File: config.mk
export PLATFORM = sky130hd
export DESIGN_NAME = div3_word_driver
export DESIGN_NICKNAME = d
export VERILOG_FILES = /design/src/rtl/div3_word_driver.sv
export SDC_FILE = /design/constraint.sdc
export NUM_CORES = 1
export LEC_CHECK = 0
export CAP_MARGIN = 20
export CORE_MARGIN = 2
export CORE_UTILIZATION = 48
export CTS_CLUSTER_DIAMETER = 200
export DETAILED_ROUTE_END_ITERATION = 8
export GPL_TIMING_DRIVEN = 0
export PLACE_DENSITY = 0.8
export SLEW_MARGIN = 20
export SYNTH_ARGS = -nofsm -noshare
export SYNTH_HDL_FRONTEND = slang
export SYNTH_SLANG_ARGS = --single-unit
File: constraint.sdc
create_clock -name clk -period 2.1 [get_ports clk]
set_input_delay 0.42 -clock clk [delete_from_list [all_inputs] [get_ports clk]]
set_output_delay 0.42 -clock clk [all_outputs]
set_load 0.1 [all_outputs]
File: src/rtl/div3_word_driver.sv
// Word-to-serial feeder for the divisible-by-3 checker: accepts a word, shifts it
// MSB-first into the checker, samples the verdict and returns it with the word.
module div3_word_driver #(
  parameter  int WIDTH = 8,
  localparam int CNT_W = $clog2(WIDTH + 1)
) (
  input  logic             clk,
  input  logic             resetn,
  input  logic             in_valid,
  output logic             in_ready,
  input  logic [WIDTH-1:0] in_data,
  output logic             chk_resetn,
  output logic             chk_din,
  input  logic             chk_dout,
  output logic             res_valid,
  input  logic             res_ready,
  output logic             res_div3,
  output logic [WIDTH-1:0] res_data
);

  typedef enum logic [1:0] {IDLE, SHIFT, SAMPLE, RESP} state_t;

  localparam logic [CNT_W-1:0] LAST = CNT_W'(WIDTH - 1);

  state_t           state, state_nx;
  logic [CNT_W-1:0] cnt;
  logic [WIDTH-1:0] shreg;
  // Registered copy of resetn; keeps in_ready low while reset is sampled
  // without a combinational path from resetn to the outputs.
  logic             run;

  always_ff @(posedge clk) begin
    if (!resetn) begin
      state <= IDLE;
      run   <= 1'b0;
    end else begin
      state <= state_nx;
      run   <= 1'b1;
    end
  end

  always_comb begin
    state_nx = state;
    case (state)
      IDLE:    if (in_valid && in_ready) state_nx = SHIFT;
      SHIFT:   if (cnt == LAST) state_nx = SAMPLE;
      SAMPLE:  state_nx = RESP;
      RESP:    if (res_ready) state_nx = IDLE;
      default: state_nx = IDLE;
    endcase
  end

  always_ff @(posedge clk) begin
    if (!resetn) begin
      cnt      <= '0;
      shreg    <= '0;
      res_div3 <= 1'b0;
      res_data <= '0;
    end else begin
      case (state)
        IDLE: if (in_valid && in_ready) begin
          shreg    <= in_data;
          res_data <= in_data;
          cnt      <= '0;
        end
        SHIFT: begin
          shreg <= shreg << 1;
          cnt   <= cnt + 1'b1;
        end
        // Checker state now covers all bits; it is cleared on this same edge.
        SAMPLE:  res_div3 <= chk_dout;
        default: ;
      endcase
    end
  end

  // Checker is held in reset in every non-SHIFT cycle, so each word starts clean.
  assign in_ready   = (state == IDLE) && run;
  assign chk_resetn = (state == SHIFT);
  assign chk_din    = (state == SHIFT) && shreg[WIDTH-1];
  assign res_valid  = (state == RESP);

endmodule

==> reports/metrics.cfg, run 1 <==
[yosys]
netlist_area_sq_mm=0.00110
avgSynthCellArea_sq_um=9.01
synth_top_family_by_area=simple AND/OR/NAND/NOR gates
ys_ff_latch=24
ys_warn_count=0
synth_compound_area_share_pct=14.7
synth_cell_type_count=28
synth-main-ff-cell=dfxtp_1
yosysSeqAreaShare_pct=43.7
synth.net_count=141
synth-adder-area-share_pct=6.83
synth_cells=122
async_reset_ff_share_pct=0
yosys.area_share.xor_xnor_pct=0
muxShareOfSynthArea_pct=9.10
synth_edf_count=0
synthSimpleGateAreaFrac_pct=20.4

[critical_path]
crit_type=register to output pin
crit_fanout=10
r2r_start=state[0]
rrSetupSlack_ps=380
cpMaxStageDelayCell=dfxtp_2
crit_chain=inv_2 -> ha_4 -> buf_4 -> buf_6 -> and2_4 -> buf_8
crit_arrival_ps=1580
crit_family=buffers and inverters
r2r_end=res_data[2]
critical_path_required_ps=1680
startpoint_type=register
reg2reg_depth=6
crit_path_end_kind=output pin
cp_num_buf_inv=4
crit_path_max_incr_delay_ps=370

[floorplan]
fp.dieArea_sq_mm=0.00269
die_y_microns=51.9
rows=17
io_pins=26
start_util_pct=50.2
coreArea_sq_mm=0.00219
die_w_microns=51.9

[detailed_routing]
drc=0
wl_per_cell_microns=13.2
num_vias=964
drt-initial-drc-count=15
post_drt_via_cell_ratio=5.39
firstDrtPassIters=4
drt-total-wl_microns=2370
ant_nets=0

[clock_network]
cts_sinks=24
post_cts_buffers=0
clockRootBuffer=clkbuf_4
clk_pin_slew_ps=130
cts_resized=31
cts_tree=built
cts_buffers=3
cts_buffer_depth=2
ctsHtreeMaxLevel=1
clk_latency_ps=320
hold_buffers=0

[global_routing]
antenna_found_initial=0
grt_pass1_vias=947
grt_pass1_wl_microns=4020
grt-ovfl-total=0
grt_usage_pct=19.8
grt_max_degree=15

[min_path]
hold_depth=2
min-delay-start=res_data[7]
min_to=res_data[7]
hold_class=register to register

[placed_design]
hpwl_microns=1790
post-place-ws_ps=-664
portBuffers=25
gp_congestion=0.843

[finish]
final_layout_size_suffix_gt1_share_pct=13.2
area_growth_pct=32.3
fillers=176
antenna_cells=0
multiInputGateArea_sq_um=576
utilization_pct=66.4
ff_latch_area_sq_um=483
fin_nets=171

[pwr]
seqPwrFrac_pct=33.8
p_leak_nw=0.585
power.internal_w=0.00103
combPwrFrac_pct=47.3
ir_drop_uv=710
switching_share_pct=42.6
switchingPower_w=0.000761
p_per_area_mw_per_mm2=1230
clock_power_share_pct=19.0

[timing]
hold_ws_ps=458
clock.fmax_mhz=500
tightest_slew_ps=954
finalWorstSetupSlack_ps=101
period_needed_ps=2000
grt_setup_unrepaired=no
slew-limit-headroom_pct=36.7
skew_ps=0.845
final-setup-viol-count=0
fin_crit_sh_pct=95.2
finalHoldViolCount=0
slew_violations=0

[job]
drv_cap=0

[outcome]
outcome=completed

tightest hold or removal path, delay by kind of cell, from the launching register on:
family	cells	cell delay, ps
compound gates	1	50
simple gates	1	50
flops	1	330
synthesized netlist by cell type, types with 2 or more instances:
cell      count  area, sq um
a21oi_1      11         55.1
and2_1        2         12.5
a211oi_1      7         52.6
nand2b_1      2         12.5
dfxtp_1      24          480
ha_1          6         75.1
nand2_1      20         75.1
mux2i_1      10          100
clkbuf_1      3         11.3
nor3_1        7         35.0
inv_1         4         15.0
nand3_1       9         45.0
a31oi_1       2         12.5
metal layers:
layer  wire, microns  vias to the layer above  track usage, %
li1                -                      485               -
met1            1050                      446            23.9
met2            1160                       28            34.2
met3             126                        5            3.16
met4              37                        0            8.77
met5               0                        -               0
power groups by stage:
stage	combinational [W]	clock [W]	sequential, W
global placement	0.000831	0	0.000603
finish	0.000845	0.000339	0.000604
CTS	0.000846	0.000339	0.000602
detailed placement	0.000856	0	0.000611
global route	0.000907	0.000354	0.000618
floorplan	0.000543	0	0.000741
registers in the layout (all words and copies together), names as in the netlist:
| register | cells |
|---|---|
| shreg | 8 |
| state | 2 |
| cnt | 4 |
| res_data | 8 |
| res_div3 | 1 |
| run | 1 |
through the flow:
step	std cells	power [W]	cell area, sq um	setup TNS, ps
detailed placement	175	0.00147	1400	-1150
floorplan	122	0.00128	1110	0
finish	179	0.00179	1460	0
global route	179	0.00188	1460	0
CTS	179	0.00179	1450	0
global placement	175	0.00143	1400	-998
cells by family after synthesis:
| group | Yosys count |
|---|---|
| flops | 24 |
| mux | 10 |
| simple gates | 46 |
| compound gates | 24 |
| fa+ha+maj | 6 |
| buf+inv | 12 |
final cells by class:
class | count | share of cell area (%)
multi-input combinational | 86 | 39.6
sequential | 24 | 33.2
timing repair buffer | 25 | 16.8
buffer | 7 | 3.18
tap | 28 | 2.41
clock inverter | 1 | 2.06
clock buffer | 3 | 1.55
inverter | 5 | 1.29
how the worst max path moves through the flow:
stage	start	endpoint	slack, ps	cells after the start
CTS	state[0]	in_ready	10	4
global placement	state[1]	chk_din	-610	6
floorplan	state[1]	chk_din	120	5
finish	state[1]	chk_din	100	6
detailed placement	state[1]	chk_din	-660	6
global route	state[1]	chk_din	40	6
placed cells by master (no fill, tap or decap), types with 3 or more instances in the layout:
master and instances:
dlygate4sd2_1 9, mux2i_1 10, clkbuf_1 3, ha_1 5, dfxtp_1 22, nand3_1 9
clkbuf_4 4, a21oi_1 11, nor3_1 7, inv_1 3, clkdlybuf4s50_1 12, a211oi_1 7
nand2_1 20
No activity file was read; power rests on OpenSTA's default activity.
==> run 2: changes to the inputs <==
Settings changed: CORE_MARGIN 2 to unset, SLEW_MARGIN 20 to unset.
==> reports/metrics.cfg, run 2 (synthesized netlist as in run 1, its figures left out) <==
[clock_network]
cts_tree=built
clockRootBuffer=clkbuf_4
cts_buffers=3  ; unchanged
cts_sinks=24  ; unchanged
cts_buffer_depth=2  ; unchanged
clk_latency_ps=320  ; about the same
ctsHtreeMaxLevel=1  ; unchanged
clk_pin_slew_ps=130  ; about the same
hold_buffers=0  ; unchanged

[detailed_routing]
post_drt_via_cell_ratio=5.41  ; +0.40%
drc=0  ; unchanged
firstDrtPassIters=4  ; unchanged
drt-initial-drc-count=16  ; +1
wl_per_cell_microns=13.9  ; +5.2%
drt-total-wl_microns=2460  ; +4.1%
ant_nets=0  ; unchanged
num_vias=957  ; -0.73%

[critical_path]
startpoint_type=register
crit_chain=inv_1 -> ha_4 -> buf_4 -> and2_4 -> buf_6
crit_arrival_ps=1590  ; about the same
crit_path_end_kind=output pin
crit_type=register to output pin
crit_family=buffers and inverters
rrSetupSlack_ps=340  ; -40 ps
crit_path_max_incr_delay_ps=360  ; about the same
critical_path_required_ps=1680  ; about the same
crit_start=state[1]
cpMaxStageDelayCell=dfxtp_1
r2r_start=state[0]
cp_num_buf_inv=3  ; -1
crit_fanout=16  ; +6

[finish]
final_cell_mix=dfxtp_1 (24), nand2_1 (20), clkdlybuf4s50_1 (12)
area_growth_pct=29.1
fin_cells=177  ; -1.1%
final_layout_size_suffix_gt1_share_pct=10.7  ; -2.6 points
final_common_cell=dfxtp_1
reg.largest.list=res_data (8), shreg (8), cnt (4)
fin_nets=170  ; -0.58%
final_area_sq_mm=0.00142  ; -2.4%
utilization_pct=68.9  ; +2.5 points
fillers=178  ; +1.1%
multiInputGateArea_sq_um=576  ; unchanged
ff_latch_area_sq_um=480  ; -0.52%
antenna_cells=0  ; unchanged

[timing]
fin_crit_sh_pct=95.6  ; +0.34 points
skew_ps=5.09  ; +4.25 ps
final-setup-viol-count=0  ; unchanged
period_needed_ps=2010  ; +7.16 ps
hold_ws_ps=461  ; +2.25 ps
clock.fmax_mhz=498  ; -0.36%
slew_violations=0  ; unchanged
finalHoldViolCount=0  ; unchanged
grt_setup_unrepaired=no
tightest_slew_ps=957  ; +3.31 ps
slew-limit-headroom_pct=36.4  ; -0.22 points

[placed_design]
gp_congestion=0.773  ; -8.3%
placed_cells=174  ; -0.57%
placed_area_sq_mm=0.00140  ; about the same
portBuffers=25  ; unchanged
hpwl_microns=1880  ; +5.3%

[min_path]
min-delay-start=res_data[4]
hold_class=register to register

[floorplan]
die_y_microns=49.9  ; -3.9%
fp.dieArea_sq_mm=0.00249  ; -7.6%
coreArea_sq_mm=0.00206  ; -5.9%
die_w_microns=49.9  ; -3.9%
io_pins=26  ; unchanged
rows=16  ; -1
start_util_pct=53.3  ; +3.1 points

[global_routing]
grt-ovfl-total=0  ; unchanged
grt_max_degree=17  ; +2
antenna_found_initial=0  ; unchanged
grt_pass1_wl_microns=3970  ; -1.4%
grt_usage_pct=21.3  ; +1.5 points
grt_pass1_vias=895  ; -5.5%

[pwr]
p_leak_nw=0.569  ; -2.6%
switching_share_pct=45.0  ; +2.4 points
switchingPower_w=0.000754  ; -0.88%
power.internal_w=0.000922  ; -10%
power_w=0.00168  ; -6.3%
clock_power_share_pct=14.8  ; -4.2 points
ir_drop_uv=697  ; -1.8%
combPwrFrac_pct=49.5  ; +2.2 points
seqPwrFrac_pct=35.7  ; +1.9 points
p_per_area_mw_per_mm2=1180  ; -3.9%

[job]
drv_cap=0  ; unchanged

[outcome]
outcome=completed

## run 2: final cells by class
class	count	area share [%]
Multi-Input combinational cell	86	40.5
Inverter	5	1.32
Buffer	6	2.47
Sequential cell	24	33.8
Tap cell	27	2.38
Clock buffer	4	2.56
Timing Repair Buffer	25	16.9
## run 2: layer usage
| layer | vias up | share of wire [%] | GRT usage (%) |
|---|---|---|---|
| li1 | 483 | - | - |
| met1 | 445 | 46 | 25.0 |
| met2 | 27 | 49 | 38.3 |
| met3 | 2 | 5.4 | 6.79 |
| met4 | 0 | 0.28 | 2.86 |
| met5 | - | 0 | 0 |
## run 2: power groups by stage
| stage | clock network, W | logic [W] | registers, W |
|---|---|---|---|
| finish | 0.000248 | 0.000829 | 0.000598 |
| global route | 0.000267 | 0.000898 | 0.000610 |
| CTS | 0.000251 | 0.000827 | 0.000599 |
| detailed placement | 0 | 0.000856 | 0.000610 |
| global placement | 0 | 0.000832 | 0.000604 |
| floorplan | 0 | 0.000543 | 0.000741 |
## run 2: final timing paths
path                 end  cells after the start
min reg2reg  res_data[4]                      2
max              chk_din                      5
min          res_data[4]                      2
max reg2reg  res_data[7]                      6
## run 2: worst reg2reg max path: stages, from the launching register on
cell	delay, ps
dfxtp_1	450
inv_1	120
ha_1	270
nand3_1	180
clkbuf_1	380
nand2_1	130
a21oi_1	170
## run 2: through the flow
| stage | setup WS (ps) | TNS (ps) |
|---|---|---|
| after floorplan | 122 | 0 |
| after global placement | -606 | -955 |
| after detailed placement | -655 | -1050 |
| after CTS | 28.2 | 0 |
| after global routing | 2.72 | 0 |
| final | 93.4 | 0 |
## run 2: what timing repair did
item | in CTS | in global routing
setup endpoints to repair | 13 | 2
resized for setup | 26 | 2
buffers inserted | 0 | 0
pin swaps | 0 | 0
==> run 3: changes to the inputs <==
Settings changed: CAP_MARGIN 20 to unset, CTS_BUF_LIST set to sky130_fd_sc_hd__clkbuf_8 sky130_fd_sc_hd__clkbuf_16, TNS_END_PERCENT set to 5.
==> reports/metrics.cfg, run 3 (synthesized netlist as in run 1, its figures left out) <==
[outcome]
outcome=completed

[clock_network]
clk_latency_ps=270  ; -50 ps
cts_tree=built
post_cts_buffers=0  ; unchanged
clockRootBuffer=clkbuf_8
ctsHtreeMaxLevel=1  ; unchanged
cts_resized=23  ; -12%
cts_buffer_depth=2  ; unchanged
cts_sinks=24  ; unchanged
clk_pin_slew_ps=80  ; -50 ps
hold_buffers=0  ; unchanged
cts_buffers=3  ; unchanged

[timing]
tightest_slew_ps=957  ; -0.258 ps
period_needed_ps=2010  ; -0.904 ps
finalWorstSetupSlack_ps=94.3  ; +0.904 ps
fin_crit_sh_pct=95.5  ; about the same
finalHoldViolCount=0  ; unchanged
slew-limit-headroom_pct=36.5  ; about the same
grt_setup_unrepaired=no
final-setup-viol-count=0  ; unchanged
clock.fmax_mhz=499  ; about the same
slew_violations=0  ; unchanged
skew_ps=3.36  ; -1.73 ps
finalSetupTns_ps=0  ; unchanged

[pwr]
ir_drop_uv=793  ; +14%
p_leak_nw=0.577  ; +1.4%
power_w=0.00175  ; +4.3%
p_per_area_mw_per_mm2=1220  ; +3.6%

[critical_path]
crit_type=register to output pin
startpoint_type=register
crit_fanout=16  ; unchanged
crit_path_end_kind=output pin
crit_arrival_ps=1590  ; about the same
critical_path_required_ps=1680  ; about the same

[placed_design]
post-place-ws_ps=-655  ; unchanged
gp_congestion=0.773  ; unchanged
placed_area_sq_mm=0.00140  ; unchanged
placed_cells=174  ; unchanged
portBuffers=25  ; unchanged
hpwl_microns=1880  ; unchanged

[finish]
fin_cells=177  ; unchanged
final_common_cell=dfxtp_1
fin_nets=170  ; unchanged
area_growth_pct=29.9
multiInputGateArea_sq_um=576  ; unchanged
antenna_cells=0  ; unchanged
ff_latch_area_sq_um=480  ; unchanged
reg.largest.list=res_data (8), shreg (8), cnt (4)
final_cell_mix=dfxtp_1 (24), nand2_1 (20), clkdlybuf4s50_1 (12)
fillers=173  ; -2.8%
final_layout_size_suffix_gt1_share_pct=10.7  ; unchanged
final_area_sq_mm=0.00143  ; +0.62%

[floorplan]
die_w_microns=49.9  ; unchanged
rows=16  ; unchanged
fp.dieArea_sq_mm=0.00249  ; unchanged
io_pins=26  ; unchanged
die_y_microns=49.9  ; unchanged
start_util_pct=53.3  ; unchanged
coreArea_sq_mm=0.00206  ; unchanged

[global_routing]
grt_max_degree=17  ; unchanged
grt-ovfl-total=0  ; unchanged
grt_pass1_wl_microns=4040  ; +1.7%
antenna_found_initial=0  ; unchanged
grt_usage_pct=21.7  ; +0.45 points
grt_pass1_vias=871  ; -2.7%

[detailed_routing]
firstDrtPassIters=4  ; unchanged
num_vias=977  ; +2.1%
drt-total-wl_microns=2520  ; +2.2%
post_drt_via_cell_ratio=5.52  ; +2.1%
drt-initial-drc-count=22  ; +6
ant_nets=0  ; unchanged
drc=0  ; unchanged
wl_per_cell_microns=14.2  ; +2.2%

[job]
drv_cap=0  ; unchanged

[min_path]
hold_class=register to register

## run 3: worst paths after layout
check	startpoint	to	slack [ps]	cells after the start
setup / recovery	state[1]	chk_din	90	5
hold reg to reg	res_data[4]	res_data[4]	450	2
setup reg to reg	state[0]	cnt[3]	340	5
hold / removal	res_data[4]	res_data[4]	450	2
## run 3: report_power, final
| part | switching, W | internal [W] |
|---|---|---|
| logic | 0.000558 | 0.000271 |
| registers | 0.0000578 | 0.000543 |
| clock network | 0.000151 | 0.000168 |
| total | 0.000767 | 0.000981 |
## run 3: worst max-delay path: stages (launching register included)
cell and delay, ps:
dfxtp_1 340, inv_1 140, ha_4 150, buf_4 240, and2_4 170, buf_4 280
## run 3: routing by layer
metal  global-route usage (%)  vias up  share of wire (%)
li1                         -      483                  -
met1                     26.3      471                 45
met2                     38.5       21                 50
met3                     6.79        2                5.0
met4                     2.38        0               0.40
met5                        0        -                  0
## run 3: final cells by class
type,instances,share of cell area [%]
timing repair buffer,25,16.1
inverter,5,1.31
tap,27,2.36
sequential,24,33.6
buffer,6,2.45
clock buffer,4,3.85
multi-input combinational,86,40.3
## run 3: through the flow
stage,hold slack (ps),utilization [%]
finish,455,69.3
global route,476,69.3
CTS,457,69.7
detailed placement,448,67.8
global placement,443,67.8
floorplan,448,-
